$ cat config.mk
export PLATFORM = sky130hd
export DESIGN_NAME = can_rx_sequencer
export DESIGN_NICKNAME = d
export VERILOG_FILES = /design/src/rtl/can_rx_sequencer.sv
export SDC_FILE = /design/constraint.sdc
export NUM_CORES = 1
export LEC_CHECK = 0
export CAP_MARGIN = 20
export CORE_AREA = 2 2 224 226
export CTS_BUF_LIST = sky130_fd_sc_hd__clkbuf_4 sky130_fd_sc_hd__clkbuf_8
export CTS_CLUSTER_SIZE = 40
export DETAILED_ROUTE_END_ITERATION = 8
export DIE_AREA = 0 0 226 228
export PLACE_DENSITY = 0.74
export SYNTH_ARGS = -nofsm -noshare
export SYNTH_HDL_FRONTEND = slang
export SYNTH_SLANG_ARGS = --single-unit
$ cat constraint.sdc
create_clock -name clk -period 3.31 [get_ports clk]
set_input_delay 0.4965 -clock clk [delete_from_list [all_inputs] [get_ports clk]]
set_output_delay 0.4965 -clock clk [all_outputs]
set_load 0.05 [all_outputs]
$ cat src/rtl/can_rx_sequencer.sv
// CAN receive frame sequencer: idle qualification, capture arming, frame timeout,
// CRC filtering and a 2-entry frame buffer drained over a valid/ack handshake.
module can_rx_sequencer #(
  parameter int CLK_MAX   = 96,
  parameter int IDLE_BITS = 11,
  parameter int MAX_BITS  = 160,
  parameter int FRAME_W   = 135
) (
  input  logic               clk,
  input  logic               rst,
  input  logic               rx,
  input  logic               cap_done,
  input  logic               cap_crc_ok,
  input  logic [FRAME_W-1:0] cap_frame,
  output logic               cap_rst,
  output logic [FRAME_W-1:0] frame_data,
  output logic               frame_valid,
  input  logic               frame_ack,
  input  logic               ovf_clr,
  output logic               overflow,
  output logic               crc_err,
  output logic               timeout,
  output logic [7:0]         frame_cnt,
  output logic               busy
);

  localparam int IDLE_LIM = IDLE_BITS * CLK_MAX;
  localparam int BIT_LIM  = MAX_BITS * CLK_MAX;
  localparam int IDLE_W   = $clog2(IDLE_LIM);
  localparam int BIT_W    = $clog2(BIT_LIM);
  localparam logic [IDLE_W-1:0] IDLE_END = IDLE_W'(IDLE_LIM - 1);
  localparam logic [BIT_W-1:0]  BIT_END  = BIT_W'(BIT_LIM - 1);

  // state     | meaning
  // IDLE_WAIT | capture held in reset, counting recessive clocks
  // ARMED     | bus qualified idle, waiting for SOF
  // RECV      | capture running, frame timer active
  // STORE     | one cycle: CRC filter and buffer push
  localparam logic [1:0] S_IDLE_WAIT = 2'd0;
  localparam logic [1:0] S_ARMED     = 2'd1;
  localparam logic [1:0] S_RECV      = 2'd2;
  localparam logic [1:0] S_STORE     = 2'd3;

  logic               rx_m, rx_s;
  logic               cd_m, cd_s, cd_q;
  logic [1:0]         state, state_n;
  logic [IDLE_W-1:0]  idle_cnt, idle_cnt_n;
  logic [BIT_W-1:0]   bit_cnt, bit_cnt_n;
  logic [FRAME_W-1:0] hold_frame;
  logic               hold_crc;

  logic [FRAME_W-1:0] mem [2];
  logic [FRAME_W-1:0] mem_n [2];
  logic               wr_ptr, rd_ptr, wr_ptr_n, rd_ptr_n;
  logic [1:0]         count, count_n;
  logic [FRAME_W-1:0] head_n;

  logic done_edge, pop, in_store, push, drop_ovf, to_hit;

  assign done_edge = cd_s & ~cd_q;
  assign pop       = frame_valid & frame_ack;
  assign in_store  = (state == S_STORE);
  assign push      = in_store & hold_crc & ((count != 2'd2) | pop);
  assign drop_ovf  = in_store & hold_crc & (count == 2'd2) & ~pop;
  assign to_hit    = (state == S_RECV) & ~done_edge & (bit_cnt == BIT_END);

  always_comb begin
    state_n    = state;
    idle_cnt_n = '0;
    bit_cnt_n  = bit_cnt;
    case (state)
      S_IDLE_WAIT: begin
        if (rx_s) begin
          if (idle_cnt == IDLE_END) state_n = S_ARMED;
          else                      idle_cnt_n = idle_cnt + 1'b1;
        end
      end
      S_ARMED: begin
        if (!rx_s) begin
          state_n   = S_RECV;
          bit_cnt_n = '0;
        end
      end
      S_RECV: begin
        // a done edge on the last timer cycle still takes the frame
        if (done_edge)                 state_n = S_STORE;
        else if (bit_cnt == BIT_END)   state_n = S_IDLE_WAIT;
        else                           bit_cnt_n = bit_cnt + 1'b1;
      end
      S_STORE: state_n = S_IDLE_WAIT;
      default: state_n = S_IDLE_WAIT;
    endcase
  end

  always_comb begin
    mem_n[0] = mem[0];
    mem_n[1] = mem[1];
    if (push) mem_n[wr_ptr] = hold_frame;
    wr_ptr_n = wr_ptr ^ push;
    rd_ptr_n = rd_ptr ^ pop;
    count_n  = count + 2'(push) - 2'(pop);
    head_n   = (count_n != 2'd0) ? mem_n[rd_ptr_n] : '0;
  end

  always_ff @(posedge clk) begin
    if (rst) begin
      rx_m        <= 1'b1;
      rx_s        <= 1'b1;
      cd_m        <= 1'b0;
      cd_s        <= 1'b0;
      cd_q        <= 1'b0;
      state       <= S_IDLE_WAIT;
      idle_cnt    <= '0;
      bit_cnt     <= '0;
      hold_frame  <= '0;
      hold_crc    <= 1'b0;
      mem[0]      <= '0;
      mem[1]      <= '0;
      wr_ptr      <= 1'b0;
      rd_ptr      <= 1'b0;
      count       <= 2'd0;
      frame_data  <= '0;
      frame_valid <= 1'b0;
      cap_rst     <= 1'b1;
      busy        <= 1'b0;
      crc_err     <= 1'b0;
      timeout     <= 1'b0;
      overflow    <= 1'b0;
      frame_cnt   <= 8'd0;
    end else begin
      rx_m     <= rx;
      rx_s     <= rx_m;
      cd_m     <= cap_done;
      cd_s     <= cd_m;
      cd_q     <= cd_s;
      state    <= state_n;
      idle_cnt <= idle_cnt_n;
      bit_cnt  <= bit_cnt_n;
      if ((state == S_RECV) && done_edge) begin
        hold_frame <= cap_frame;
        hold_crc   <= cap_crc_ok;
      end
      mem[0]      <= mem_n[0];
      mem[1]      <= mem_n[1];
      wr_ptr      <= wr_ptr_n;
      rd_ptr      <= rd_ptr_n;
      count       <= count_n;
      frame_data  <= head_n;
      frame_valid <= (count_n != 2'd0);
      cap_rst     <= (state_n != S_RECV);
      busy        <= (state_n == S_RECV) || (state_n == S_STORE);
      crc_err     <= in_store & ~hold_crc;
      timeout     <= to_hit;
      if (push) frame_cnt <= frame_cnt + 8'd1;
      // a drop in the same cycle as a clear leaves the flag set
      overflow    <= drop_ovf | (overflow & ~ovf_clr);
    end
  end

endmodule
==> impl_metrics.tcl, run 1 <==
set metrics [dict create \
    outcome "finished, final reports clean" \
    post_cts_resized 0 \
    initial_core_util 0.445 \
    final.period_utilization 0.915 \
    drt-pass1-iter-count 5 \
    relSlewSlack 0.307 \
    gp_congestion 0.778 \
    synth-seq-cells 591 \
    die_area_sq_mm 0.0515 \
    synth_most_common_cell "nand2_1" \
    core-area_sq_mm 0.0493 \
    htreeDepth 3 \
    grt_pass1_wl_um 97100 \
    synthArstFlopShare 0 \
    arrival_ns 3.61 \
    worst_pin_slew_ns 1.04 \
    cp-start-kind "register" \
    antenna_found_initial 5 \
    path_clk_slew_ns 0.06 \
    yosysWarnings 0 \
    p_per_area_mw_per_mm2 510 \
    reg2reg_from "state[1]$_SDFF_PP0_" \
    cts_buffers 96 \
    ys_types 48 \
    synth_edf_count 0 \
    path_cells "nand3_1 > o21ba_1 > inv_2 > ha_1 > inv_1 > ha_1 > xor2_1 > and2_1 > nor3_2 > buf_12 > buf_12 > o22ai_1 > a21oi_1" \
    p_sw_frac 0.211 \
    drc 0 \
    rrSetupSlack_ns 0.28 \
    p_int_w 0.0111 \
    fin_skew_ns 0.0264 \
    path_buf_inv 4 \
    drtAntennaViolNets 0 \
    drt_first_iter_violations 1485 \
    cp_top_family "simple AND/OR/NAND/NOR gates" \
    synth_common_cells "828 x nand2_1, 591 x dfxtp_1, 548 x a21oi_1" \
    postSynthNetCount 2765 \
    num_vias 19300 \
    worstSkewPairLatency_ns 0.68 \
    pwr-share-comb 0.020 \
    wl_um 61000 \
    max_stage_delay_ns 0.45 \
    portBuffers 290 \
    r2r_end "frame_data[53]$_SDFF_PP0_" \
    clockBufferDepth 3 \
    ys.flop_type "dfxtp_1" \
    numClockSinks 591 \
    maxCapViolations 0 \
    setup_tns_ns 0 \
    area_delta_synth_final_pct 25.4 \
    hold_path_class "in -> reg" \
    crit_type "reg -> reg" \
    preCtsSetupSlack_ns 0.0746 \
    ys_top_cells_by_area "dfxtp_1 54%, nand2_1 14%, a21oi_1 12%" \
    fin_nets 2977 \
    power.leakage_nw 9.81 \
    hold_violations 0 \
    synth_top_area_share 0.539 \
    grt_max_degree 165 \
    end_kind "register" \
    clkPwrFrac 0.472 \
    grt_setup_unrepaired "no" \
    via_per_inst 5.40 \
    synth_cells 2618 \
    ys_seq_area_frac 0.539 \
    vdd_drop_max_v 0.000296 \
    cts_root_buf "clkbuf_8" \
    finalSetupViolCount 0 \
    rows 82 \
    cp_max_fo 33 \
    cts_tree "yes" \
    cp_slowest_cell "dfxtp_1" \
    reg2regPathDepth 13 \
    syn_avg_cell_area_sq_um 8.38 \
    seqPwrFrac 0.508 \
    min_from "rst" \
    holdPathEnd "cd_m$_SDFF_PP0_" \
    yosysTopAreaCell "dfxtp_1" \
    chipHeight_um 228 \
    hold_depth 2 \
    fin_crit_ns 3.03 \
    overflow 0 \
    power_switching_w 0.00296 \
    hpwl_um 35500 \
    cts_post_setup_buffers_inserted 0 \
    grt_pass1_vias 19100 \
    ctsHoldBuffers 0 \
    die_w_um 226 \
    slew_viol_final 0 \
    wl_per_cell_um 17.1 \
    drive_above_1_share 0.0786 \
    setup_slack_ns 0.282 \
    ios 291 \
    timing.fmax_mhz 330 \
    track_usage 0.232 \
    syn_area_sq_mm 0.0219 \
    required_ns 3.89 \
]
## metrics by stage
step / total power (W) / util / hold WS (ns) / instance area, sq um / std cells
3_3_place_gp: 0.00756 / 0.516 / 0.423 / 25500 / 3404
3_5_place_dp: 0.00756 / 0.516 / 0.436 / 25500 / 3404
5_1_grt: 0.0145 / 0.557 / 0.144 / 27500 / 3572
6_report: 0.0140 / 0.557 / 0.132 / 27500 / 3573
2_1_floorplan: 0.00736 / - / 0.389 / 21900 / 2618
4_1_cts: 0.0142 / 0.557 / 0.0916 / 27500 / 3572
## power by group through the flow
stage / clock (W) / combinational [W] / sequential [W]
after floorplan: 0 / 0.0000853 / 0.00728
after global placement: 0 / 0.000282 / 0.00728
after detailed placement: 0 / 0.000285 / 0.00728
after CTS: 0.00675 / 0.000287 / 0.00712
after global routing: 0.00710 / 0.000303 / 0.00712
final: 0.00661 / 0.000286 / 0.00712
## kinds of logic (layout without fill, tap and decap cells)
| kind of cell | Yosys count | in the layout | synth area share |
|---|---|---|---|
| buffers and inverters | 226 | 508 | 0.0463 |
| xor gates and xnor gates | 25 | 25 | 0.0109 |
| adders and majority gates | 5 | 5 | 0.00285 |
| DFF | 591 | 591 | 0.539 |
| and+or+nand+nor | 930 | 930 | 0.167 |
| muxes | 135 | 135 | 0.0616 |
| AOI/OAI and AO/OA | 706 | 706 | 0.172 |
| other | 0 | 1 | 0 |
## flip-flops by register name (all words and copies together), names as in the netlist, 2 cells and up
register / count
count: 2
mem: 270
frame_cnt: 8
idle_cnt: 11
hold_frame: 135
state: 2
bit_cnt: 14
frame_data: 135
## worst max-delay path by stage
stage | cells past startpoint | from | endpoint | slack [ns]
finish | 13 | state[1]$_SDFF_PP0_ | frame_data[53]$_SDFF_PP0_ | 0.28
global route | 13 | state[0]$_SDFF_PP0_ | frame_data[53]$_SDFF_PP0_ | 0.1
CTS | 13 | state[1]$_SDFF_PP0_ | frame_data[53]$_SDFF_PP0_ | 0.24
detailed placement | 14 | frame_ack | frame_data[47]$_SDFF_PP0_ | 0.07
global placement | 14 | frame_ack | frame_data[45]$_SDFF_PP0_ | 0.1
floorplan | 15 | frame_valid$_SDFF_PP0_ | frame_data[10]$_SDFF_PP0_ | 0.23
## routing by layer
layer  track usage  vias up  routed length, um
met1         0.290     9193              26000
met3        0.0550      116               4770
met4        0.0820        8               1390
met5             0        -                 46
met2         0.390      728              28800
li1              -     9245                  -
## cell usage in the layout (no fill, tap or decap), drive strengths merged, types with 8 or more instances in the layout
cell type | Yosys | final
nor2 | 35 | 35
xor2 | 12 | 12
inv | 9 | 10
clkdlybuf4s50 | 0 | 289
nor2b | 8 | 8
clkbuf | 127 | 151
o22ai | 137 | 137
nand3 | 9 | 9
buf | 90 | 42
a21oi | 548 | 548
dfxtp | 591 | 591
nand2 | 829 | 829
xnor2 | 12 | 12
clkinv | 0 | 12
mux2i | 135 | 135
nand2b | 9 | 9
## layout make-up
cell class	instances	area [sq um]
repair buffers	331	3590
flip-flops and latches	591	11800
clock inverters	17	148
fillers	4304	21800
clock buffers	151	1900
diodes	1	2.50
well taps	672	841
inverters	9	33.8
multi-input cells	1801	9170
Note: power is estimated with default switching activity, not from simulation.
==> run 2, diff against run 1 <==
--- a/config.mk
+++ b/config.mk
@@ -6,12 +6,13 @@
 export NUM_CORES = 1
 export LEC_CHECK = 0
 export CAP_MARGIN = 20
-export CORE_AREA = 2 2 224 226
+export CORE_AREA = 2 2 289 177
 export CTS_BUF_LIST = sky130_fd_sc_hd__clkbuf_4 sky130_fd_sc_hd__clkbuf_8
 export CTS_CLUSTER_SIZE = 40
 export DETAILED_ROUTE_END_ITERATION = 8
-export DIE_AREA = 0 0 226 228
+export DIE_AREA = 0 0 291 179
 export PLACE_DENSITY = 0.74
+export SKIP_LAST_GASP = 1
 export SYNTH_ARGS = -nofsm -noshare
 export SYNTH_HDL_FRONTEND = slang
 export SYNTH_SLANG_ARGS = --single-unit
==> constraint.sdc (replaced) <==
create_clock -name clk -period 3.5 [get_ports clk]
set_input_delay 0.525 -clock clk [delete_from_list [all_inputs] [get_ports clk]]
set_output_delay 0.525 -clock clk [all_outputs]
set_load 0.05 [all_outputs]
==> run 2 against run 1 <==
Compared with the run above:
- clock skew up 0.016 ns
- utilization down 1.1 points
- cell area down 0.95%
- die area up 1.1%
- global-route usage down 0.34 points
- critical path depth unchanged
- count of clock-buffer cells in the layout down 19
- worst setup slack better by 0.21 ns
- register-to-register slack better by 0.21 ns
- power down 8.4%
- routed wire length up 1.9%
- worst hold slack better by 0.16 ns
- largest cell class unchanged
- largest power group unchanged
- highest routed layer is now met4
==> impl_metrics.tcl, run 2 (synthesized netlist as in run 1, its figures left out) <==
set metrics [dict create \
    reg_top3 "mem: 270 flops, frame_data: 135 flops, hold_frame: 135 flops" \
    outcome "finished, final reports clean" \
    relSlewSlack 0.328 \
    area_delta_synth_final_pct 24.2 \
    htreeDepth 3 \
    rows 64 \
    arrival_ns 3.56 \
    worst_pin_slew_ns 1.01 \
    cp-start-kind "register" \
    fin_nets 2973 \
    regMostFlops "mem" \
    vdd_drop_max_v 0.000230 \
    grt_setup_unrepaired "no" \
    finalSetupViolCount 0 \
    cts_buffers 87 \
    via_per_inst 5.45 \
    drc 0 \
    place_area_sq_mm 0.0253 \
    fillers 4389 \
    utilization 0.546 \
    core-area_sq_mm 0.0499 \
    final.period_utilization 0.859 \
    crit_type "reg -> reg" \
    multi_input_area_sq_mm 0.00918 \
    p_per_area_mw_per_mm2 471 \
    worstSkewPairLatency_ns 0.67 \
    final_common_cell "nand2_1" \
    power.leakage_nw 9.70 \
    total_power_w 0.0128 \
    power_switching_w 0.00280 \
    clockBufferDepth 3 \
    fin_crit_ns 3.01 \
    ios 291 \
    cp_max_fo 29 \
    cp_slowest_cell "dfxtp_1" \
    path_clk_slew_ns 0.06 \
    wl_per_cell_um 17.5 \
    largest_reg_flops 270 \
    ctsHoldBuffers 0 \
    track_usage 0.229 \
    fin_skew_ns 0.0421 \
    drtAntennaViolNets 0 \
    grt_max_degree 144 \
    preCtsSetupSlack_ns -0.170 \
    die_w_um 291 \
    required_ns 4.06 \
    num_vias 19400 \
    numClockSinks 591 \
    setup_slack_ns 0.495 \
    timing.fmax_mhz 333 \
    drt_first_iter_violations 1611 \
    grt_pass1_wl_um 96900 \
    seqPwrFrac 0.524 \
    post_cts_resized 0 \
    drt-pass1-iter-count 5 \
    path_cells "nand3_1 > o21ba_1 > inv_2 > ha_1 > inv_1 > ha_1 > xor2_1 > nor2_1 > nor3_2 > buf_12 > buf_12 > o22ai_1 > a21oi_1" \
    p_sw_frac 0.218 \
    antenna_found_initial 1 \
    drive_above_1_share 0.0748 \
    pwr-share-comb 0.022 \
    max_stage_delay_ns 0.46 \
    regArea_sq_mm 0.0118 \
    stdcell_count 3549 \
    p_int_w 0.0100 \
    chipHeight_um 179 \
    placed_cells 3391 \
    hold_path_class "in -> reg" \
    portBuffers 290 \
    initial_core_util 0.440 \
    grt_pass1_vias 18700 \
    maxCapViolations 0 \
    postLayoutCellArea_sq_mm 0.0272 \
    hold_violations 0 \
    overflow 0 \
    cts_root_buf "clkbuf_8" \
    hpwl_um 36900 \
    wl_um 62200 \
    gp_congestion 0.807 \
    end_kind "register" \
    clkPwrFrac 0.454 \
    slew_viol_final 0 \
    layout_common_cells "826 x nand2_1, 591 x dfxtp_1, 548 x a21oi_1, 289 x clkdlybuf4s50_1, 137 x o22ai_1" \
    cts_tree "yes" \
    die_area_sq_mm 0.0521 \
]
==> run 2: worst max-delay path: cells and delay by family (launching register included) <==
kind                     cells  cell delay (ns)
AO/OA/AOI/OAI                3             0.59
XOR/XNOR                     1             0.21
adder cells (fa/ha/maj)      2             0.41
buffers and inverters        4             0.59
flip-flops                   1             0.46
AND/OR/NAND/NOR              3             0.61
==> run 2: per-stage QoR <==
step	TNS, ns	hold WS, ns
floorplan	0	0.389
global placement	-3.24	0.395
detailed placement	-4.67	0.399
CTS	0	0.248
global route	0	0.282
finish	0	0.289
==> run 2: power by group through the flow <==
stage          clock (W)  combinational [W]  sequential [W]
6_report         0.00583           0.000280         0.00673
5_1_grt          0.00625           0.000297         0.00673
4_1_cts          0.00594           0.000271         0.00673
3_5_place_dp           0           0.000269         0.00688
3_3_place_gp           0           0.000268         0.00688
2_1_floorplan          0          0.0000807         0.00688
==> run 2: what timing repair did <==
action | CTS | global route
hold endpoints to repair | 0 | 0
setup buffers | 0 | 3
endpoints found under the setup margin | 0 | 74
==> run 2: final timing paths <==
check                      start                          to  slack, ns  cells after the start
max          state[1]$_SDFF_PP0_  frame_data[105]$_SDFF_PP0_       0.49                     13
min reg2reg      rx_m$_SDFF_PP1_             rx_s$_SDFF_PP1_       0.41                      1
min                          rst             cd_m$_SDFF_PP0_       0.29                      2
max reg2reg  state[1]$_SDFF_PP0_  frame_data[105]$_SDFF_PP0_       0.49                     13
==> run 2: layer usage <==
metal | wire length (um) | part of all wire | global-route usage | vias to the layer above
met2 | 30200 | 0.48 | 0.389 | 716
li1 | - | - | - | 9240
met4 | 1540 | 0.025 | 0.0909 | 0
met5 | 0 | 0 | 0 | -
met3 | 4050 | 0.065 | 0.0440 | 121
met1 | 26500 | 0.43 | 0.287 | 9281
==> run 2: final cells by class <==
type,instances,share of cell area
diodes,1,0.0000918
inverters,9,0.00124
clock buffers,132,0.0614
clock inverters,19,0.00629
repair buffers,335,0.130
multi-input cells,1802,0.337
flip-flops and latches,591,0.434
well taps,660,0.0303
==> run 3, diff against run 2 <==
--- a/config.mk
+++ b/config.mk
@@ -8,7 +8,6 @@
 export CAP_MARGIN = 20
 export CORE_AREA = 2 2 289 177
 export CTS_BUF_LIST = sky130_fd_sc_hd__clkbuf_4 sky130_fd_sc_hd__clkbuf_8
-export CTS_CLUSTER_SIZE = 40
 export DETAILED_ROUTE_END_ITERATION = 8
 export DIE_AREA = 0 0 291 179
 export PLACE_DENSITY = 0.74
==> results of run 3 <==
No change in the layout: final DEF, timing and power equal those of run 2.
